<file path="config.mk">
export PLATFORM = sky130hd
export DESIGN_NAME = sonar_trig_ctrl
export DESIGN_NICKNAME = d
export VERILOG_FILES = /design/src/rtl/telemetre_pkg.sv /design/src/rtl/generateur_tick.sv /design/src/rtl/sonar_trig_ctrl.sv
export SDC_FILE = /design/constraint.sdc
export NUM_CORES = 1
export LEC_CHECK = 0
export CAP_MARGIN = 40
export CORE_MARGIN = 8
export CORE_UTILIZATION = 47
export CTS_BUF_LIST = sky130_fd_sc_hd__clkbuf_16
export CTS_CLUSTER_SIZE = 40
export DETAILED_ROUTE_END_ITERATION = 10
export GPL_TIMING_DRIVEN = 1
export PLACE_DENSITY = 0.72
export SYNTH_ARGS = -nofsm -noshare
export SYNTH_HDL_FRONTEND = slang
export SYNTH_SLANG_ARGS = --single-unit
export TNS_END_PERCENT = 20
</file>
<file path="constraint.sdc">
create_clock -name Clk -period 3.2 [get_ports Clk]
set_input_delay 0.64 -clock Clk [delete_from_list [all_inputs] [get_ports Clk]]
set_output_delay 0.64 -clock Clk [all_outputs]
set_load 0.05 [all_outputs]
</file>
<file path="src/rtl/telemetre_pkg.sv">
// rtl/telemetre_pkg.sv - shared state encoding and default timing for the ultrasonic ranger
package telemetre_pkg;

    typedef enum logic [2:0] {
        ST_IDLE,
        ST_TRIG,
        ST_WAIT,
        ST_ECHO,
        ST_DONE_OK,
        ST_DONE_TO,
        ST_HOLD
    } state_t;

    localparam int DEF_TICK_DIV   = 50;
    localparam int DEF_TRIG_US    = 10;
    localparam int DEF_CM_US      = 58;
    localparam int DEF_TIMEOUT_US = 30000;
    localparam int DEF_PERIOD_US  = 60000;
    localparam int DEF_DIST_W     = 8;
    localparam int DIST_MAX       = (1 << DEF_DIST_W) - 1;

    function automatic int dist_max(input int w);
        return (1 << w) - 1;
    endfunction

endpackage

</file>
<file path="src/rtl/generateur_tick.sv">
// rtl/generateur_tick.sv - free-running 1 us tick pulse derived from the system clock
module generateur_tick #(
    parameter int TICK_DIV = 50
) (
    input  logic clk,
    input  logic rst,
    output logic tick
);

    localparam int CW = (TICK_DIV > 1) ? $clog2(TICK_DIV) : 1;
    localparam logic [CW-1:0] LAST = CW'(TICK_DIV - 1);

    logic [CW-1:0] cnt;

    always_ff @(posedge clk or posedge rst) begin
        if (rst) begin
            cnt <= '0;
        end else if (cnt == LAST) begin
            cnt <= '0;
        end else begin
            cnt <= cnt + CW'(1);
        end
    end

    assign tick = (cnt == LAST);

endmodule

</file>
<file path="src/rtl/sonar_trig_ctrl.sv">
// rtl/sonar_trig_ctrl.sv - periodic trigger generation and echo-width to centimetre conversion
module sonar_trig_ctrl
    import telemetre_pkg::*;
#(
    parameter int TICK_DIV   = DEF_TICK_DIV,
    parameter int TRIG_US    = DEF_TRIG_US,
    parameter int CM_US      = DEF_CM_US,
    parameter int TIMEOUT_US = DEF_TIMEOUT_US,
    parameter int PERIOD_US  = DEF_PERIOD_US,
    parameter int DIST_W     = DEF_DIST_W
) (
    input  logic              Clk,
    input  logic              Reset,
    input  logic              Enable,
    input  logic              Mesure,
    output logic              Trig,
    output logic [DIST_W-1:0] Distance,
    output logic              DistValid,
    output logic              Timeout
);

    localparam int TMO_W = $clog2(TIMEOUT_US + 1);
    localparam int PER_W = $clog2(PERIOD_US + 1);
    localparam int US_W  = $clog2(CM_US);
    localparam logic [DIST_W-1:0] DIST_SAT = DIST_W'(dist_max(DIST_W));

    state_t state, next_state;

    logic              tick;
    logic [2:0]        echo_sh;
    logic              rise, fall;
    logic [TMO_W-1:0]  tmo_cnt;
    logic [PER_W-1:0]  per_cnt;
    logic [US_W-1:0]   us_cnt;
    logic [DIST_W-1:0] cm_cnt;

    generateur_tick #(.TICK_DIV(TICK_DIV)) u_tick (
        .clk  (Clk),
        .rst  (Reset),
        .tick (tick)
    );

    // Two flops for metastability, third flop holds the previous level for edge detection
    always_ff @(posedge Clk or posedge Reset) begin
        if (Reset) begin
            echo_sh <= '0;
        end else begin
            echo_sh <= {echo_sh[1:0], Mesure};
        end
    end

    assign rise = echo_sh[1] & ~echo_sh[2];
    assign fall = ~echo_sh[1] & echo_sh[2];

    always_ff @(posedge Clk or posedge Reset) begin
        if (Reset) begin
            state <= ST_IDLE;
        end else begin
            state <= next_state;
        end
    end

    always_comb begin
        next_state = state;
        case (state)
            ST_IDLE: begin
                if (Enable) next_state = ST_TRIG;
            end
            ST_TRIG: begin
                if (tick && tmo_cnt == TMO_W'(TRIG_US - 1)) next_state = ST_WAIT;
            end
            ST_WAIT: begin
                if (rise) begin
                    next_state = ST_ECHO;
                end else if (tick && tmo_cnt == TMO_W'(TIMEOUT_US - 1)) begin
                    next_state = ST_DONE_TO;
                end
            end
            ST_ECHO: begin
                if (fall) begin
                    next_state = ST_DONE_OK;
                end else if (tick && tmo_cnt == TMO_W'(TIMEOUT_US - 1)) begin
                    next_state = ST_DONE_TO;
                end
            end
            ST_DONE_OK: next_state = ST_HOLD;
            ST_DONE_TO: next_state = ST_HOLD;
            ST_HOLD: begin
                // Leaving on the tick that completes the period keeps Trig-to-Trig spacing exact
                if (tick && per_cnt >= PER_W'(PERIOD_US - 1)) next_state = ST_IDLE;
            end
            default: next_state = ST_IDLE;
        endcase
    end

    always_ff @(posedge Clk or posedge Reset) begin
        if (Reset) begin
            tmo_cnt <= '0;
            per_cnt <= '0;
            us_cnt  <= '0;
            cm_cnt  <= '0;
        end else begin
            if (state == ST_IDLE) begin
                per_cnt <= '0;
            end else if (tick && per_cnt != PER_W'(PERIOD_US)) begin
                per_cnt <= per_cnt + PER_W'(1);
            end

            if (next_state != state) begin
                tmo_cnt <= '0;
            end else if (tick && (state == ST_TRIG || state == ST_WAIT || state == ST_ECHO)) begin
                tmo_cnt <= tmo_cnt + TMO_W'(1);
            end

            if (state == ST_IDLE || (state == ST_WAIT && rise)) begin
                us_cnt <= '0;
                cm_cnt <= '0;
            end else if (state == ST_ECHO && tick) begin
                if (us_cnt == US_W'(CM_US - 1)) begin
                    us_cnt <= '0;
                    if (cm_cnt != DIST_SAT) cm_cnt <= cm_cnt + DIST_W'(1);
                end else begin
                    us_cnt <= us_cnt + US_W'(1);
                end
            end
        end
    end

    always_ff @(posedge Clk or posedge Reset) begin
        if (Reset) begin
            Trig      <= 1'b0;
            Distance  <= '0;
            DistValid <= 1'b0;
            Timeout   <= 1'b0;
        end else begin
            Trig      <= (next_state == ST_TRIG);
            DistValid <= (state == ST_DONE_OK) || (state == ST_DONE_TO);
            if (state == ST_DONE_OK) begin
                Distance <= cm_cnt;
                Timeout  <= 1'b0;
            end else if (state == ST_DONE_TO) begin
                Distance <= DIST_SAT;
                Timeout  <= 1'b1;
            end
        end
    end

endmodule

</file>
==> results_dict.tcl <==
set metrics [dict create \
    dpl.cell_count 483 \
    critical_path.top_delay_family "compound AO/OA/AOI/OAI gates" \
    syn-cell-area_um2 3580 \
    gr-total-overflow 0 \
    status "finished, final reports clean" \
    wl_mm 6.79 \
    final_common_cell "dfrtp_1" \
    power_density_nw_per_um2 490 \
    cts_buffer_depth 2 \
    total_power_mw 2.04 \
    grt_pass1_wl_mm 11.9 \
    synth_edf_count 0 \
    final_core_util_pct 55.0 \
    rsz0062_at_grt "false" \
    syn_to_final_growth_pct 16.2 \
    core_area_um2 7570 \
    end_kind "flip-flop" \
    numCtsBuffers 9 \
    hold_path_class "reg2reg" \
    grtUsageTotal_pct 14.4 \
    fin_crit_ps 2500 \
    reg2reg_depth 8 \
    dr.pass1.iters 4 \
    die_area_um2 10700 \
    synth_top_cell_by_area "dfrtp_1" \
    numClockSinks 68 \
    clk_pin_slew_ps 60 \
    timing.critical_path.buf_inv 1 \
    maxCapViolCount 0 \
    htree_levels 3 \
    whs_path_depth 0 \
    r2r_end "tmo_cnt[3]$_DFFE_PP0P_" \
    async_flop_share_pct 100 \
    worstSkewPairLatency_ps 330 \
    antenna_found_initial 0 \
    seq_area_frac_synth_pct 47.6 \
    worstSetupPathType "reg2reg" \
    num_antenna_cells 0 \
    syn_nets 389 \
    routabilityCongestion 0.920 \
    worstMarginPinSlew_ps 723 \
    finClkSkew_ps 8.31 \
    power_leakage_nw 1.76 \
    avgViaCountPerCell 5.42 \
    dieHeight_um 103 \
    synthCells 376 \
    post_cts_buffers 0 \
    worstPathCellList "inv_1, ha_1, nor3b_2, nand4_1, or3_1, o211a_2, a21oi_2, o21ba_2" \
    drive_gt1_share_pct 8.56 \
    slew_headroom_pct 51.3 \
    critPathLaunchType "flip-flop" \
    fin_setup_tns_ps 0 \
    timing.rr.start "u_tick.cnt[1]$_DFF_PP0_" \
    layout.nets 405 \
    ioPinCount 15 \
    cts_resized 0 \
    synth_area_leaders "dfrtp_1, xnor2_1, nand2_1, nor2_1, o21ai_0" \
    drcViolationCount 0 \
    period_share_pct 78.3 \
    final_cell_mix "dfrtp_1, nand2_1, nor2_1" \
    max_clock_freq_mhz 399 \
    grt_max_degree 39 \
    hold_start "echo_sh[0]$_DFF_PP0_" \
    ant_nets 0 \
    r2r_slack_ps 700 \
    io_buffers 14 \
    fp-row-count 32 \
    cts_tree "done" \
    post_synth.cell_area_avg_um2 9.52 \
    required_ps 3470 \
    holdBufCountCts 0 \
    final_cells 499 \
    setup_viol 0 \
    die_x_um 103 \
    ir_drop_uv 346 \
    max_stage_delay_ps 550 \
    vias 2704 \
    wire_per_inst_um 13.6 \
    crit_arrival_ps 2780 \
    path_max_fanout 15 \
    hold_violations 0 \
    cp_slowest_cell "a21oi_2" \
    hpwl_mm 4.67 \
    cts-root-buf "clkbuf_16" \
    synth_cell_types 51 \
    final-max-slew-violation-count 0 \
    start_util_pct 47.3 \
    synth_flop_cell "dfrtp_1" \
    yosys_warnings 0 \
    drt_iter0_drc 114 \
    grt_pass1_vias 2588 \
    hold_end "echo_sh[1]$_DFF_PP0_" \
    ys_ff_latch 68 \
    synth_top_area_share_pct 47.6 \
]
[kinds of logic (layout without fill, tap and decap cells)]
family,count (synthesis),after routing,synth area share [%]
simple gates,172,172,24.8
compound gates,71,71,13.2
flops,68,68,47.6
xor+xnor,32,32,7.83
buf+inv,22,43,2.94
fa+ha+maj,9,9,3.15
mux,2,2,0.594
[report_power, final]
part	switching [mW]	internal, mW
Combinational	0.0193	0.00739
Sequential	0.00111	0.862
Clock	0.383	0.766
Total	0.403	1.64
[final cells by class]
type	count	area, um2
multi-input cells	286	1770
repair buffers	16	168
well taps	102	128
clock buffers	9	225
inverters	11	41.3
clock inverters	7	124
fillers	665	3410
flip-flops and latches	68	1700
[metrics by stage]
step | setup slack, ps | area [um2] | hold WS, ps
final | 696 | 4160 | 355
after global placement | 805 | 3810 | 331
after floorplan | 848 | 3580 | 331
after CTS | 689 | 4160 | 352
after detailed placement | 710 | 3810 | 340
after global routing | 461 | 4160 | 366
[cells in the mapped netlist, types with 2 or more instances]
library cell,count
dfrtp_1,68
nand2_1,42
nor2_1,41
o21ai_0,25
xnor2_1,24
nand3_1,21
a21oi_1,12
nor3_1,12
o21a_1,12
inv_1,11
or3_1,10
ha_1,9
nand4_1,9
xor2_1,8
nor4_1,6
and3_1,5
clkbuf_1,5
and4_1,4
nor2b_1,4
o21ba_2,4
a21o_1,3
nand2b_1,3
nand3b_1,3
nor4b_1,3
buf_2,2
buf_6,2
o21ai_1,2
o21bai_1,2
or4b_1,2
[worst max-delay path by stage]
stage,cells after the start,from,end
global route,8,u_tick.cnt[1]$_DFF_PP0_,tmo_cnt[3]$_DFFE_PP0P_
detailed placement,8,u_tick.cnt[1]$_DFF_PP0_,tmo_cnt[5]$_DFFE_PP0P_
floorplan,1,Reset,DistValid$_DFF_PP0_
finish,8,u_tick.cnt[1]$_DFF_PP0_,tmo_cnt[3]$_DFFE_PP0P_
global placement,8,u_tick.cnt[1]$_DFF_PP0_,tmo_cnt[3]$_DFFE_PP0P_
CTS,8,u_tick.cnt[1]$_DFF_PP0_,tmo_cnt[3]$_DFFE_PP0P_
[flip-flops by register name (all words and copies together), names as in the netlist]
signal,cells
cm_cnt,8
tmo_cnt,15
us_cnt,6
Distance,8
state,3
echo_sh,3
Trig,1
per_cnt,16
DistValid,1
Timeout,1
u_tick.cnt,6
[routing by layer]
layer / routed length (um) / track usage, %
met5: 0 / 0
met1: 3150 / 17.7
met4: 130 / 6.90
met3: 261 / 3.88
met2: 3250 / 22.9
Power figures use the tool's default switching activity.
